$ cat src/rtl/uart_pkg.sv
// uart_pkg: shared state encoding, sync marker and error codes for the UART loader
package uart_pkg;
  typedef enum logic [2:0] {
    IDLE  = 3'd0,
    ADDR0 = 3'd1,
    ADDR1 = 3'd2,
    LEN0  = 3'd3,
    LEN1  = 3'd4,
    DATA  = 3'd5,
    CHK   = 3'd6
  } state_t;
  localparam logic [7:0] SYNC_DEFAULT = 8'hA5;
  localparam logic [1:0] ERR_NONE     = 2'd0;
  localparam logic [1:0] ERR_CHK      = 2'd1;
  localparam logic [1:0] ERR_TIMEOUT  = 2'd2;
  localparam logic [1:0] ERR_OVERRUN  = 2'd3;
endpackage

$ cat src/rtl/uart_loader_if.sv
// uart_loader_if: byte input, memory write port and CPU/status lines of the loader
interface uart_loader_if #(parameter int ADDR_WIDTH = 16);
  logic [7:0]            in_data;
  logic                  in_data_valid;
  logic [ADDR_WIDTH-1:0] out_mem_addr;
  logic [31:0]           out_mem_data;
  logic                  out_mem_we;
  logic                  in_mem_ready;
  logic                  out_cpu_reset;
  logic                  out_done;
  logic                  out_error;
  logic [1:0]            out_error_code;
  modport master (
    input  in_data, in_data_valid, in_mem_ready,
    output out_mem_addr, out_mem_data, out_mem_we, out_cpu_reset, out_done, out_error, out_error_code
  );
  modport slave (
    output in_data, in_data_valid, in_mem_ready,
    input  out_mem_addr, out_mem_data, out_mem_we, out_cpu_reset, out_done, out_error, out_error_code
  );
endinterface

$ cat src/rtl/byte_word_assembler.sv
// byte_word_assembler: shifts bytes LSB-first into a 32-bit word and flags the 4th byte
module byte_word_assembler (
  input  logic        clk,
  input  logic        rst,
  input  logic        clr,
  input  logic        en,
  input  logic [7:0]  din,
  output logic [31:0] word,
  output logic        word_done
);
  logic [23:0] sr;
  logic [1:0]  idx;
  assign word      = {din, sr};
  assign word_done = en && idx == 2'd3;
  // shift register and byte index; clr parks the index at 0 outside the data phase
  always_ff @(posedge clk or posedge rst)
    if (rst) begin
      sr  <= '0;
      idx <= '0;
    end else if (clr) begin
      sr  <= '0;
      idx <= '0;
    end else if (en) begin
      sr  <= {din, sr[23:8]};
      idx <= idx + 2'd1;
    end
endmodule

$ cat src/rtl/uart_loader.sv
// uart_loader: parses framed UART load packets and writes 32-bit words to CPU memory
module uart_loader
  import uart_pkg::*;
#(
  parameter int         ADDR_WIDTH     = 16,
  parameter logic [7:0] SYNC_BYTE      = SYNC_DEFAULT,
  parameter int         TIMEOUT_CYCLES = 1_000_000
) (
  input logic           clk,
  input logic           rst,
  uart_loader_if.master bus
);
  localparam int TW = TIMEOUT_CYCLES > 2 ? $clog2(TIMEOUT_CYCLES) : 1;
  state_t        state;
  logic [7:0]    addr_lo, len_lo, chk;
  logic [15:0]   words;
  logic [TW-1:0] idle_cnt;
  logic [31:0]   word;
  logic          word_done, strobe, overrun, accept, timeout;
  assign strobe  = bus.in_data_valid;
  assign accept  = bus.out_mem_we && bus.in_mem_ready;
  assign overrun = strobe && bus.out_mem_we && !bus.in_mem_ready;
  assign timeout = state != IDLE && !strobe && idle_cnt == TW'(TIMEOUT_CYCLES - 2);
  byte_word_assembler u_asm (
    .clk       (clk),
    .rst       (rst),
    .clr       (state != DATA),
    .en        (strobe && state == DATA && !overrun),
    .din       (bus.in_data),
    .word      (word),
    .word_done (word_done)
  );
  // frame FSM with checksum, inter-byte timeout and memory write handshake
  always_ff @(posedge clk or posedge rst)
    if (rst) begin
      state              <= IDLE;
      addr_lo            <= '0;
      len_lo             <= '0;
      chk                <= '0;
      words              <= '0;
      idle_cnt           <= '0;
      bus.out_mem_addr   <= '0;
      bus.out_mem_data   <= '0;
      bus.out_mem_we     <= 1'b0;
      bus.out_cpu_reset  <= 1'b0;
      bus.out_done       <= 1'b0;
      bus.out_error      <= 1'b0;
      bus.out_error_code <= ERR_NONE;
    end else begin
      bus.out_done  <= 1'b0;
      bus.out_error <= 1'b0;
      idle_cnt      <= (state == IDLE || strobe) ? '0 : idle_cnt + 1'b1;
      if (accept) begin
        bus.out_mem_we   <= 1'b0;
        bus.out_mem_addr <= bus.out_mem_addr + 1'b1;
      end
      if (overrun || timeout) begin
        state              <= IDLE;
        chk                <= '0;
        bus.out_mem_we     <= 1'b0;
        bus.out_cpu_reset  <= 1'b0;
        bus.out_error      <= 1'b1;
        bus.out_error_code <= overrun ? ERR_OVERRUN : ERR_TIMEOUT;
      end else if (strobe) begin
        if (state inside {ADDR0, ADDR1, LEN0, LEN1, DATA}) chk <= chk + bus.in_data;
        case (state)
          IDLE: begin
            chk <= '0;
            if (bus.in_data == SYNC_BYTE) begin
              state             <= ADDR0;
              bus.out_cpu_reset <= 1'b1;
            end
          end
          ADDR0: begin
            addr_lo <= bus.in_data;
            state   <= ADDR1;
          end
          ADDR1: begin
            bus.out_mem_addr <= ADDR_WIDTH'({bus.in_data, addr_lo});
            state            <= LEN0;
          end
          LEN0: begin
            len_lo <= bus.in_data;
            state  <= LEN1;
          end
          LEN1: begin
            words <= {bus.in_data, len_lo};
            state <= {bus.in_data, len_lo} == 16'd0 ? CHK : DATA;
          end
          DATA: if (word_done) begin
            bus.out_mem_data <= word;
            bus.out_mem_we   <= 1'b1;
            words            <= words - 16'd1;
            if (words == 16'd1) state <= CHK;
          end
          CHK: begin
            state             <= IDLE;
            bus.out_cpu_reset <= 1'b0;
            if (chk == bus.in_data) bus.out_done <= 1'b1;
            else begin
              bus.out_error      <= 1'b1;
              bus.out_error_code <= ERR_CHK;
            end
          end
          default: state <= IDLE;
        endcase
      end
    end
endmodule

$ cat src/flat_wrapper.sv
// flat-port wrapper written by rule: the top's interface ports become plain ports
module uart_loader_flat import uart_pkg::*;
#(
  parameter int         ADDR_WIDTH     = 16,
  parameter logic [7:0] SYNC_BYTE      = SYNC_DEFAULT,
  parameter int         TIMEOUT_CYCLES = 1_000_000
)
  (clk, rst, bus_in_data, bus_in_data_valid, bus_in_mem_ready, bus_out_mem_addr, bus_out_mem_data, bus_out_mem_we, bus_out_cpu_reset, bus_out_done, bus_out_error, bus_out_error_code);
  uart_loader_if #(.ADDR_WIDTH(ADDR_WIDTH)) bus_i ();
  input logic clk;
  input logic rst;
  input wire logic [$bits(bus_i.in_data)-1:0] bus_in_data;
  input wire logic [$bits(bus_i.in_data_valid)-1:0] bus_in_data_valid;
  input wire logic [$bits(bus_i.in_mem_ready)-1:0] bus_in_mem_ready;
  output wire logic [$bits(bus_i.out_mem_addr)-1:0] bus_out_mem_addr;
  output wire logic [$bits(bus_i.out_mem_data)-1:0] bus_out_mem_data;
  output wire logic [$bits(bus_i.out_mem_we)-1:0] bus_out_mem_we;
  output wire logic [$bits(bus_i.out_cpu_reset)-1:0] bus_out_cpu_reset;
  output wire logic [$bits(bus_i.out_done)-1:0] bus_out_done;
  output wire logic [$bits(bus_i.out_error)-1:0] bus_out_error;
  output wire logic [$bits(bus_i.out_error_code)-1:0] bus_out_error_code;
  assign bus_i.in_data = bus_in_data;
  assign bus_i.in_data_valid = bus_in_data_valid;
  assign bus_i.in_mem_ready = bus_in_mem_ready;
  assign bus_out_mem_addr = bus_i.out_mem_addr;
  assign bus_out_mem_data = bus_i.out_mem_data;
  assign bus_out_mem_we = bus_i.out_mem_we;
  assign bus_out_cpu_reset = bus_i.out_cpu_reset;
  assign bus_out_done = bus_i.out_done;
  assign bus_out_error = bus_i.out_error;
  assign bus_out_error_code = bus_i.out_error_code;
  uart_loader #(.ADDR_WIDTH(ADDR_WIDTH), .SYNC_BYTE(SYNC_BYTE), .TIMEOUT_CYCLES(TIMEOUT_CYCLES)) u_core (.clk(clk), .rst(rst), .bus(bus_i));
endmodule
$ cat config.mk
export PLATFORM = sky130hd
export DESIGN_NAME = uart_loader_flat
export DESIGN_NICKNAME = d
export VERILOG_FILES = /design/src/rtl/uart_pkg.sv /design/src/rtl/uart_loader_if.sv /design/src/rtl/byte_word_assembler.sv /design/src/rtl/uart_loader.sv /design/src/flat_wrapper.sv
export SDC_FILE = /design/constraint.sdc
export NUM_CORES = 1
export LEC_CHECK = 0
export CORE_MARGIN = 2
export CORE_UTILIZATION = 34
export DETAILED_ROUTE_END_ITERATION = 8
export PLACE_DENSITY = 0.63
export SYNTH_ARGS = -nofsm -noshare
export SYNTH_HDL_FRONTEND = slang
export SYNTH_SLANG_ARGS = --single-unit
$ cat constraint.sdc
create_clock -name clk -period 7.75 [get_ports clk]
set_input_delay 2.325 -clock clk [delete_from_list [all_inputs] [get_ports clk]]
set_output_delay 2.325 -clock clk [all_outputs]
set_load 0.02 [all_outputs]
==> flow_metrics.env <==
export IMPL_postSynthCellCount=664
export IMPL_grt_first_pass_wirelength_um=26770
export IMPL_syn_area_mm2=0.006864
export IMPL_synthToLayoutAreaGrowth_pct=22.27
export IMPL_drive_gt1_frac=0.1330
export IMPL_worstPathArrival_ns=4.84
export IMPL_grt_pass1_vias=5079
export IMPL_fin_crit_sh=0.5773
export IMPL_fin_crit_ns=4.474
export IMPL_drv_cap=0
export IMPL_hold_viol=0
export IMPL_die_w_um=146.1
export IMPL_seqPwrFrac=0.400
export IMPL_p_int_mw=1.798
export IMPL_worstMarginPinSlew_ns=1.175
export IMPL_wirelength_met1_um=7694
export IMPL_post_cts_setup_buffers=0
export IMPL_drc=0
export IMPL_relSlewSlack=0.2151
export IMPL_hpwl_um=10380
export IMPL_p_sw_frac=0.3425
export IMPL_cts_resized=0
export IMPL_clk_pin_slew_worst_paths_ns=0.06
export IMPL_gr_total_overflow=0
export IMPL_grt_use_total=0.1557
export IMPL_top_layer_used="met4"
export IMPL_grt_max_degree=86
export IMPL_cp_max_fo=29
export IMPL_synth_area_leaders="dfrtp_1, mux2_2, a21oi_1"
export IMPL_hold_class="reg2reg"
export IMPL_antenna_left=0
export IMPL_synth_main_ff_cell="dfrtp_1"
export IMPL_cts_buffer_depth=2
export IMPL_worst_hold_slack_ns=0.4968
export IMPL_holdBufCountCts=0
export IMPL_ir_worst_vdd_v=0.0001480
export IMPL_synthesis_nets=690
export IMPL_yosysTopAreaCellShare=0.5213
export IMPL_dieArea_mm2=0.02134
export IMPL_synth_edf_count=0
export IMPL_outcome="finished, final reports clean"
export IMPL_async_flop_share=1.000
export IMPL_drv_slew=0
export IMPL_combPwrFrac=0.288
export IMPL_synthTopCellsByCount="dfrtp_1, nand2_1, a21oi_1"
export IMPL_via_per_inst=5.105
export IMPL_cts_tree="built"
export IMPL_crit_path_start_kind="input port"
export IMPL_clk_latency_ns=0.43
export IMPL_powerDensity_mw_per_mm2=325.9
export IMPL_yosysMostFrequentCell="dfrtp_1"
export IMPL_yosysWarningCount=0
export IMPL_fin_worst_skew_ns=0.008110
export IMPL_rsz0062_at_grt="no"
export IMPL_yosysSeqAreaShare=0.5213
export IMPL_gp_congestion=0.7984
export IMPL_fin_tns_setup_ns=0
export IMPL_dr_first_iter_drc_count=297
export IMPL_n_antenna_cell=0
export IMPL_routedWlPerCell_um=15.99
export IMPL_cts_sinks=143
export IMPL_dr_wl_met3_um=523
export IMPL_cts_root_buf="clkbuf_16"
export IMPL_start_util=0.3492
export IMPL_antenna_found_initial=0
export IMPL_setup_viol=0
export IMPL_first_pass_iters=5
export IMPL_yosys_cell_types_count=63
export IMPL_pwr_share_clk=0.311
export IMPL_htree_num_levels=4
export IMPL_cts_buffers_inserted=17
export IMPL_num_vias=5115
export IMPL_p_sw_uw=937.0
export IMPL_p_leak_nw=3.551
export IMPL_layout_nets=750
export IMPL_routed_wl_um=16030
export IMPL_setup_worst_path_class="in2reg"
export IMPL_num_rows=51
export IMPL_portBuffers=65
export IMPL_cp_end_kind="register"
export IMPL_crit_required_ns=8.11
export IMPL_max_freq_mhz=223.5
export IMPL_io_pins=66
export IMPL_ys_ff_latch=143
export IMPL_core_mm2=0.01965
export IMPL_wl_met2_um=7582
export IMPL_yosysTopAreaCell="dfrtp_1"
export IMPL_synth_area_per_cell_um2=10.34
export IMPL_die_height_um=146.1
==> cells by family (layout without fill, tap and decap cells) <==
| group | Yosys count | after routing | share of synthesized area |
|---|---|---|---|
| muxes | 50 | 50 | 0.08622 |
| and+or+nand+nor | 232 | 232 | 0.1648 |
| xor gates and xnor gates | 38 | 38 | 0.04849 |
| DFF | 143 | 143 | 0.5213 |
| buffers and inverters | 49 | 122 | 0.02825 |
| adders and majority gates | 14 | 14 | 0.02661 |
| AOI/OAI and AO/OA | 138 | 138 | 0.1243 |
==> critical path: stages <==
cell and delay (ns):
clkdlybuf4s50_1 0.52, nand2b_1 0.23, nand2_1 0.08, buf_4 0.24, nor3b_1 0.97, nor4b_1 0.32
a211o_1 0.14
==> layout make-up <==
cell class              count  area [µm²]
fillers                  1934       11260
flip-flops and latches    143        3578
multi-input cells         472        3094
repair buffers             73       710.7
clock buffers              18       429.2
well taps                 265       331.6
clock inverters            14       180.2
inverters                  17       68.82
==> path summary, 6_finish.rpt <==
kind | startpoint | cells past startpoint | end | slack (ns)
worst max-delay path | bus_in_mem_ready | 7 | u_core.chk[7]$_DFFE_PP0P_ | 3.28
worst min-delay path | u_core.bus.out_error_code[0]$_DFFE_PP0P_ | 1 | u_core.bus.out_error_code[0]$_DFFE_PP0P_ | 0.50
worst max register to register | u_core.state[1]$_DFFE_PP0P_ | 6 | u_core.len_lo[7]$_DFFE_PP0P_ | 4.91
worst min register to register | u_core.bus.out_error_code[0]$_DFFE_PP0P_ | 1 | u_core.bus.out_error_code[0]$_DFFE_PP0P_ | 0.50
max in group asynchronous | rst | 3 | u_core.chk[4]$_DFFE_PP0P_ | 4.10
min in group asynchronous | rst | 2 | u_core.bus.out_mem_data[5]$_DFFE_PP0P_ | 2.41
==> state kept, by name, indices dropped and copies added (netlist names) <==
register                   flops
u_core.addr_lo                 8
u_core.bus.out_cpu_reset       1
u_core.bus.out_done            1
u_core.bus.out_error           1
u_core.bus.out_error_code      2
u_core.bus.out_mem_addr       16
u_core.bus.out_mem_data       32
u_core.bus.out_mem_we          1
u_core.chk                     8
u_core.idle_cnt               20
u_core.len_lo                  8
u_core.state                   3
u_core.u_asm.idx               2
u_core.u_asm.sr               24
u_core.words                  16
==> power by group through the flow <==
stage	Combinational, mW	Sequential [mW]	Clock [mW]
after floorplan	0.535	1.10	0
after global placement	0.779	1.10	0
after detailed placement	0.789	1.10	0
after CTS	0.794	1.09	0.867
after global routing	0.880	1.12	0.900
final	0.789	1.10	0.851
==> per-stage QoR <==
step	power [mW]	cell area (µm²)	cells	setup WS, ns	utilization
after floorplan	1.638	6864	664	1.587	-
after global placement	1.880	7784	970	2.908	0.3960
after detailed placement	1.891	7784	970	2.884	0.3960
after CTS	2.752	8393	1002	3.309	0.4270
after global routing	2.901	8393	1002	3.079	0.4270
final	2.735	8393	1002	3.276	0.4270
==> per-layer routing <==
metal	GRT usage	vias to the layer above
met5	0	-
met4	0.05437	0
met3	0.03156	17
met2	0.2476	94
met1	0.2127	2531
li1	-	2473
==> cell usage in the layout (no fill, tap or decap), types with 7 or more instances in the layout <==
cell and n:
ha_1 13, a21oi_1 69, a22o_1 7, nand2_1 77
clkdlybuf4s50_1 65, nand4_1 9, inv_1 16, xnor2_1 26
mux2_4 8, buf_4 8, nand3_1 23, nor3_1 22
dfrtp_1 143, clkbuf_16 17, mux2_2 41, nor2_1 54
xor2_1 12, o21ai_0 24
Power figures use the tool's default switching activity.
